`src/rtl/alu_operand_pkg.sv`:
```
// Shared types for the ALU operand-select stage.
// Operand select encodings, the +4 constant and the forwarding result bundle.
package alu_operand_pkg;

  localparam int DATA_W = 32;

  localparam logic [DATA_W-1:0] OP2_FOUR = 32'd4;

  typedef enum logic [1:0] {
    OP1_SEL_REG  = 2'd0,
    OP1_SEL_PC   = 2'd1,
    OP1_SEL_ZERO = 2'd2
  } op1_sel_e;

  typedef enum logic [1:0] {
    OP2_SEL_REG  = 2'd0,
    OP2_SEL_IMM  = 2'd1,
    OP2_SEL_FOUR = 2'd2
  } op2_sel_e;

  typedef struct packed {
    logic [DATA_W-1:0] data;
    logic              hit;
    logic              pending;
  } fwd_result_t;

endpackage

```
`src/rtl/alu_operand_stage_fwd_select.sv`:
```
// Priority forwarding match for one source operand.
// Source 0 is the youngest result and wins over all older ones.
module fwd_select
  import alu_operand_pkg::*;
#(
  parameter int XLEN       = 32,
  parameter int REG_ADDR_W = 5,
  parameter int NUM_FWD    = 2
) (
  input  logic [REG_ADDR_W-1:0]         addr,
  input  logic [XLEN-1:0]               rf_data,
  input  logic [NUM_FWD-1:0]            fwd_valid,
  input  logic [NUM_FWD*REG_ADDR_W-1:0] fwd_rd,
  input  logic [NUM_FWD*XLEN-1:0]       fwd_data,
  input  logic [NUM_FWD-1:0]            fwd_data_rdy,
  output fwd_result_t                   res
);

  // Scan oldest to youngest so the lowest matching index is applied last.
  always_comb begin
    res      = '0;
    res.data = rf_data;
    if (addr == '0) begin
      res.data = '0;
    end else begin
      for (int i = NUM_FWD - 1; i >= 0; i--) begin
        if (fwd_valid[i] &&
            fwd_rd[i*REG_ADDR_W +: REG_ADDR_W] == addr) begin
          res.data    = fwd_data[i*XLEN +: XLEN];
          res.hit     = 1'b1;
          res.pending = !fwd_data_rdy[i];
        end
      end
    end
  end

endmodule

```
`src/rtl/alu_operand_stage.sv`:
```
// Registered ID/EX operand select with forwarding and load-use stall.
// Optional perf counters enabled by ALU_OPERAND_STAGE_PERF_EN.
module alu_operand_stage
  import alu_operand_pkg::*;
#(
  parameter int XLEN       = 32,
  parameter int REG_ADDR_W = 5,
  parameter int NUM_FWD    = 2
) (
  input  logic                          clk,
  input  logic                          rst,
  input  logic                          flush,
  input  logic                          in_valid,
  output logic                          in_ready,
  input  logic [REG_ADDR_W-1:0]         rs1_addr,
  input  logic [REG_ADDR_W-1:0]         rs2_addr,
  input  logic [XLEN-1:0]               rs1_data,
  input  logic [XLEN-1:0]               rs2_data,
  input  logic [XLEN-1:0]               imm,
  input  logic [XLEN-1:0]               pc,
  input  logic [1:0]                    op1_sel,
  input  logic [1:0]                    op2_sel,
  input  logic                          store_en,
  input  logic [NUM_FWD-1:0]            fwd_valid,
  input  logic [NUM_FWD*REG_ADDR_W-1:0] fwd_rd,
  input  logic [NUM_FWD*XLEN-1:0]       fwd_data,
  input  logic [NUM_FWD-1:0]            fwd_data_rdy,
  output logic                          out_valid,
  input  logic                          out_ready,
  output logic [XLEN-1:0]               op1,
  output logic [XLEN-1:0]               op2,
  output logic [XLEN-1:0]               store_data,
`ifdef ALU_OPERAND_STAGE_PERF_EN
  output logic [31:0]                   fwd_hit_cnt,
  output logic [31:0]                   stall_cnt,
`endif
  output logic                          hazard_stall
);

  fwd_result_t r1, r2;
  logic        use1, use2;
  logic        capture;
  logic [XLEN-1:0] op1_nxt, op2_nxt;

  fwd_select #(
    .XLEN(XLEN), .REG_ADDR_W(REG_ADDR_W), .NUM_FWD(NUM_FWD)
  ) u_fwd1 (
    .addr(rs1_addr), .rf_data(rs1_data),
    .fwd_valid(fwd_valid), .fwd_rd(fwd_rd),
    .fwd_data(fwd_data), .fwd_data_rdy(fwd_data_rdy),
    .res(r1)
  );

  fwd_select #(
    .XLEN(XLEN), .REG_ADDR_W(REG_ADDR_W), .NUM_FWD(NUM_FWD)
  ) u_fwd2 (
    .addr(rs2_addr), .rf_data(rs2_data),
    .fwd_valid(fwd_valid), .fwd_rd(fwd_rd),
    .fwd_data(fwd_data), .fwd_data_rdy(fwd_data_rdy),
    .res(r2)
  );

  assign use1 = (op1_sel == OP1_SEL_REG);
  assign use2 = (op2_sel == OP2_SEL_REG) || store_en;

  assign hazard_stall = in_valid &&
                        ((use1 && r1.pending) || (use2 && r2.pending));

  assign in_ready = !flush && !hazard_stall &&
                    (!out_valid || out_ready);

  assign capture = in_valid && in_ready;

  // Operand muxes; the unused encoding 3 falls through to zero.
  always_comb begin
    op1_nxt = '0;
    op2_nxt = '0;
    case (op1_sel)
      OP1_SEL_REG: op1_nxt = r1.data;
      OP1_SEL_PC:  op1_nxt = pc;
      default:     op1_nxt = '0;
    endcase
    case (op2_sel)
      OP2_SEL_REG:  op2_nxt = r2.data;
      OP2_SEL_IMM:  op2_nxt = imm;
      OP2_SEL_FOUR: op2_nxt = OP2_FOUR;
      default:      op2_nxt = '0;
    endcase
  end

  // Output valid: flush kills, capture sets, dispatch clears.
  always_ff @(posedge clk or posedge rst) begin
    if (rst) begin
      out_valid <= 1'b0;
    end else if (flush) begin
      out_valid <= 1'b0;
    end else if (capture) begin
      out_valid <= 1'b1;
    end else if (out_ready) begin
      out_valid <= 1'b0;
    end
  end

  // Operand registers load only on capture and hold otherwise.
  always_ff @(posedge clk or posedge rst) begin
    if (rst) begin
      op1        <= '0;
      op2        <= '0;
      store_data <= '0;
    end else if (capture) begin
      op1        <= op1_nxt;
      op2        <= op2_nxt;
      store_data <= r2.data;
    end
  end

`ifdef ALU_OPERAND_STAGE_PERF_EN
  logic fwd_used;

  assign fwd_used = (use1 && r1.hit) || (use2 && r2.hit);

  // Saturating event counters for forwarded captures and stall cycles.
  always_ff @(posedge clk or posedge rst) begin
    if (rst) begin
      fwd_hit_cnt <= '0;
      stall_cnt   <= '0;
    end else begin
      if (capture && fwd_used && fwd_hit_cnt != '1) begin
        fwd_hit_cnt <= fwd_hit_cnt + 32'd1;
      end
      if (hazard_stall && stall_cnt != '1) begin
        stall_cnt <= stall_cnt + 32'd1;
      end
    end
  end
`endif

endmodule
```
`config.mk`:
```
export PLATFORM = sky130hd
export DESIGN_NAME = alu_operand_stage
export DESIGN_NICKNAME = d
export VERILOG_FILES = /design/src/rtl/alu_operand_pkg.sv /design/src/rtl/alu_operand_stage_fwd_select.sv /design/src/rtl/alu_operand_stage.sv
export SDC_FILE = /design/constraint.sdc
export NUM_CORES = 1
export LEC_CHECK = 0
export ABC_AREA = 1
export CORE_ASPECT_RATIO = 0.5
export CORE_MARGIN = 3
export CORE_UTILIZATION = 44
export CTS_CLUSTER_SIZE = 24
export DETAILED_ROUTE_END_ITERATION = 6
export PLACE_DENSITY = 0.82
export RECOVER_POWER = 25
export REMOVE_ABC_BUFFERS = 1
export SETUP_SLACK_MARGIN = 0.1
export SYNTH_ARGS = -nofsm -noshare
export SYNTH_HDL_FRONTEND = slang
export SYNTH_HIERARCHICAL = 1
export SYNTH_SLANG_ARGS = --single-unit
```
`constraint.sdc`:
```
create_clock -name clk -period 3.8 [get_ports clk]
set_input_delay 0.95 -clock clk [delete_from_list [all_inputs] [get_ports clk]]
set_output_delay 0.95 -clock clk [all_outputs]
set_load 0.05 [all_outputs]
```
# [Word level (Yosys, flattened, before mapping)]
# Index checks and enable logic that the tools add are counted.
[word_totals] register_bits=97 input_bits=226 out_inout_bits=99
[classes] eq_ne=7 n_mux=13 n_reduce_logical=23
[op_table] cell="$mux 34" count=4
[op_table] cell="$pmux 32 s3" count=1
[op_table] cell="$mux 32" count=2
[op_table] cell="$pmux 32 s2" count=1
[op_table] cell="$eq 5x5->1" count=4
[op_table] cell="$logic_and 1x1->1" count=10
[op_table] cell="$logic_not 5->1" count=2
[op_table] cell="$logic_not 1->1" count=5
[op_table] cell="$mux 1" count=5
[op_table] cell="$eq 2x1->1 const B" count=2
[op_table] cell="$logic_not 2->1" count=2
[op_table] cell="$logic_or 1x1->1" count=3
[op_table] cell="$reduce_bool 3->1" count=1
[op_table] cell="$eq 2x2->1 const B" count=1

# [Depth between registers and ports, before layout]
[logic_depth] depth_word=14 mapped_depth=16 ltp_nobuf=13

# [Hierarchy]
# The synthesis kept the hierarchy.
[by_module_without_submodules] mod="alu_operand_stage" n_inst=1 cells_per_inst=662 area_each_um2=4982.3 seq_area_each_um2=2427.3
[by_module_without_submodules] mod="fwd_select" n_inst=2 cells_per_inst=308 area_each_um2=1433.9 seq_area_each_um2=0.0

# [Worst setup path after synthesis]
# Ideal clock, no wire load.
[synth_path] kind="input to output" start="input fwd_rd[8]" end="output hazard_stall" arrival_time_ps=2848 setup_slack_ps=2 stages=14 n_path_buf=2 path_cell_list="inv_1 > nand2_1 > nand2_1 > nor2_4 > nand3_4 > buf_6 > nand2_1 > nand2_1 > nor2_1 > inv_1 > nor2_1 > a21oi_4 > buf_2 > nor2_1"
[synth_rtl] element="start: declaration" line_no="alu_operand_stage.sv:25" rtl="input logic [NUM_FWD*REG_ADDR_W-1:0] fwd_rd,"
[synth_rtl] element="end: declaration" line_no="alu_operand_stage.sv:37" rtl="output logic hazard_stall"

==> results by group <==
Run status
  • Outcome: finished, violations left
  • Failing checks: design-rule violations, max-capacitance violations, max-slew violations

Finish
  • Share of layout cells above drive strength 1: 0.0768
  • Area Growth Syn to Fin: 46.0%
  • Antenna fix cells: 0
  • Final Cell Area: 11500 um^2
  • # fillers: 1507
  • Nets: 1770

Placed design
  • PortBufs: 324
  • Placed Area: 11100 um^2
  • GPL Wtd Cong: 0.974
  • HPWL after DPL: 23100 um

Routing
  • Initial DRC Count: 1338
  • Drt wl/cell: 19.0 um
  • Drt drc: 15
  • Vias per cell: 5.63
  • DR vias: 9993
  • ANT nets after route: 0
  • Final WL: 33700 um
  • Drt first pass iters: 7

Critical path
  • Crit. Startpoint: rs1_addr[2]
  • End of the critical path: in_ready
  • CP max FO: 4
  • Worst setup path class: in2out
  • RR Endpoint: op2[5]
  • CP arrival: 2.68 ns
  • R2r setup slk: 1.77 ns
  • Crit. End Element: output pin
  • Critical Path Source Type: primary input
  • Critical Path RT: 2.85 ns
  • Beginning of the worst register-to-register path: out_valid
  • R2R cell count: 6

Clock tree
  • Clock sinks: 97
  • Clock tree buffer depth: 2
  • CTS Root Cell: clkbuf_16
  • Worst-Skew Late Latency: 0.36 ns
  • Clock transition at path regs: 0.07 ns
  • # H-tree levels: 3
  • TritonCTS clock tree: yes
  • Total CTS buffers: 9

STA
  • Minimum clock period after layout: 3.63 ns
  • Max frequency: 276 MHz
  • Final hold violations: 0
  • Setup-failing EPs final: 0
  • Slew of the pin with the lowest slew margin: 1.50 ns
  • Final Slew Violations: 1
  • Max_slew headroom: -0.00307
  • Fin crit share: 0.955
  • Fin Clk Skew: 0.00513 ns
  • RSZ-0062 raised after global routing: false

Pwr
  • Leakage: 6.08 nW
  • Tot Pwr: 4.03 mW
  • Worst vdd ir: 0.000246 V
  • PD cells: 352 nW/um^2

Die
  • Die ar.: 19600 um^2
  • # IOs: 325
  • DIE HEIGHT: 100 um
  • Core ar.: 16900 um^2
  • Starting density of the core: 0.464
  • Die W: 195 um
  • Rows: 33

Global route
  • Initial antenna violation count: 0
  • Gr usage total: 0.336
  • Grt ovf: 0
  • Pin count of the biggest net entering global routing: 98
  • Vias in the first global route: 9505
  • First-pass GRT wire length: 52400 um

Yosys
  • Synth Cell Area: 7840 um^2
  • Mapped Cells: 1276
  • Mean area per synthesized cell: 6.15 um^2
  • Synth warn: 6

Run
  • Maxcap violations: 1

Worst hold path
  • HP Class: reg2reg
==> layer usage <==
layer	wire, um	vias to the layer above	track usage	share of wire
li1	-	4647	-	-
met1	13400	4610	0.445	0.40
met5	0	-	0	0
met3	3430	102	0.0734	0.10
met4	1300	0	0.125	0.039
met2	15600	634	0.546	0.46
==> worst min path at each step <==
| stage | start | endpoint | slack [ns] | cells after the start |
|---|---|---|---|---|
| global route | op1[0] | op1[0] | 0.50 | 2 |
| global placement | op2[3] | op2[3] | 0.46 | 2 |
| floorplan | store_data[0] | store_data[0] | 0.77 | 2 |
| detailed placement | op1[31] | op1[31] | 0.47 | 2 |
| CTS | store_data[20] | store_data[20] | 0.48 | 2 |
| finish | store_data[20] | store_data[20] | 0.48 | 2 |
==> repair_timing <==
action	4_1_cts	5_1_grt
resized for setup	20	12
pin swaps	3	10
hold endpoints to repair	0	0
buffers inserted	2	1
cloned	0	0
endpoints found under the setup margin	2	2
hold buffers	0	0
==> sequential cells by signal (all words and copies together) (netlist names) <==
name	count
op1	32
op2	32
store_data	32
out_valid	1
==> power breakdown <==
part	total [mW]	internal (mW)	switching (mW)
sequential	1.28	1.19	0.0942
combinational	1.85	0.663	1.19
clock	0.897	0.464	0.433
==> worst max-delay path, cell delays in order <==
cell and delay [ns]:
dlygate4sd2_1 0.29, inv_2 0.06, nand2_1 0.06, nand2_1 0.05
nor2_1 0.15, nand3_2 0.15, o21ai_2 0.18, nor2_2 0.06
inv_1 0.07, nor2_2 0.05, a21oi_4 0.27, o21a_1 0.17
buf_6 0.15
==> area by class of cell <==
| cell class | count | area [um^2] | area share |
|---|---|---|---|
| clock buffers | 10 | 239 | 0.0209 |
| clock inverters | 6 | 42.5 | 0.00372 |
| inverters | 106 | 399 | 0.0349 |
| multi-input cells | 968 | 4480 | 0.391 |
| flip-flops and latches | 97 | 2430 | 0.212 |
| well taps | 227 | 284 | 0.0248 |
| repair buffers | 362 | 3580 | 0.313 |
==> per-stage QoR <==
step           hold WS, ns  setup TNS [ns]  worst slack, ns   util  std cells
5_1_grt              0.501               0            0.109  0.678       1776
3_3_place_gp         0.462          -0.129          -0.0701  0.660       1757
4_1_cts              0.485               0            0.101  0.677       1775
2_1_floorplan        0.767         -143.23            -1.93      -       1171
6_report             0.481               0            0.172  0.678       1776
3_5_place_dp         0.466          -0.173          -0.0936  0.660       1757
==> layout by cell type (no fill, tap or decap), types with 2 or more instances in the layout <==
cell type and count:
nand2_1 512, clkdlybuf4s50_1 299, nand4_1 160, nor2_1 136
nand3_1 111, dfrtp_1 97, inv_1 90, buf_4 34
nand3_2 22, inv_2 15, dlygate4sd2_1 13, clkbuf_16 9
nor2_4 7, dlymetal6s2s_1 7, nor2_2 6, buf_12 5
o21ai_2 3, a21oi_4 2, clkinv_2 2, clkinvlp_4 2
nand2_2 2, nand3_4 2, nor3_1 2
Note: power is estimated with default switching activity, not from simulation.
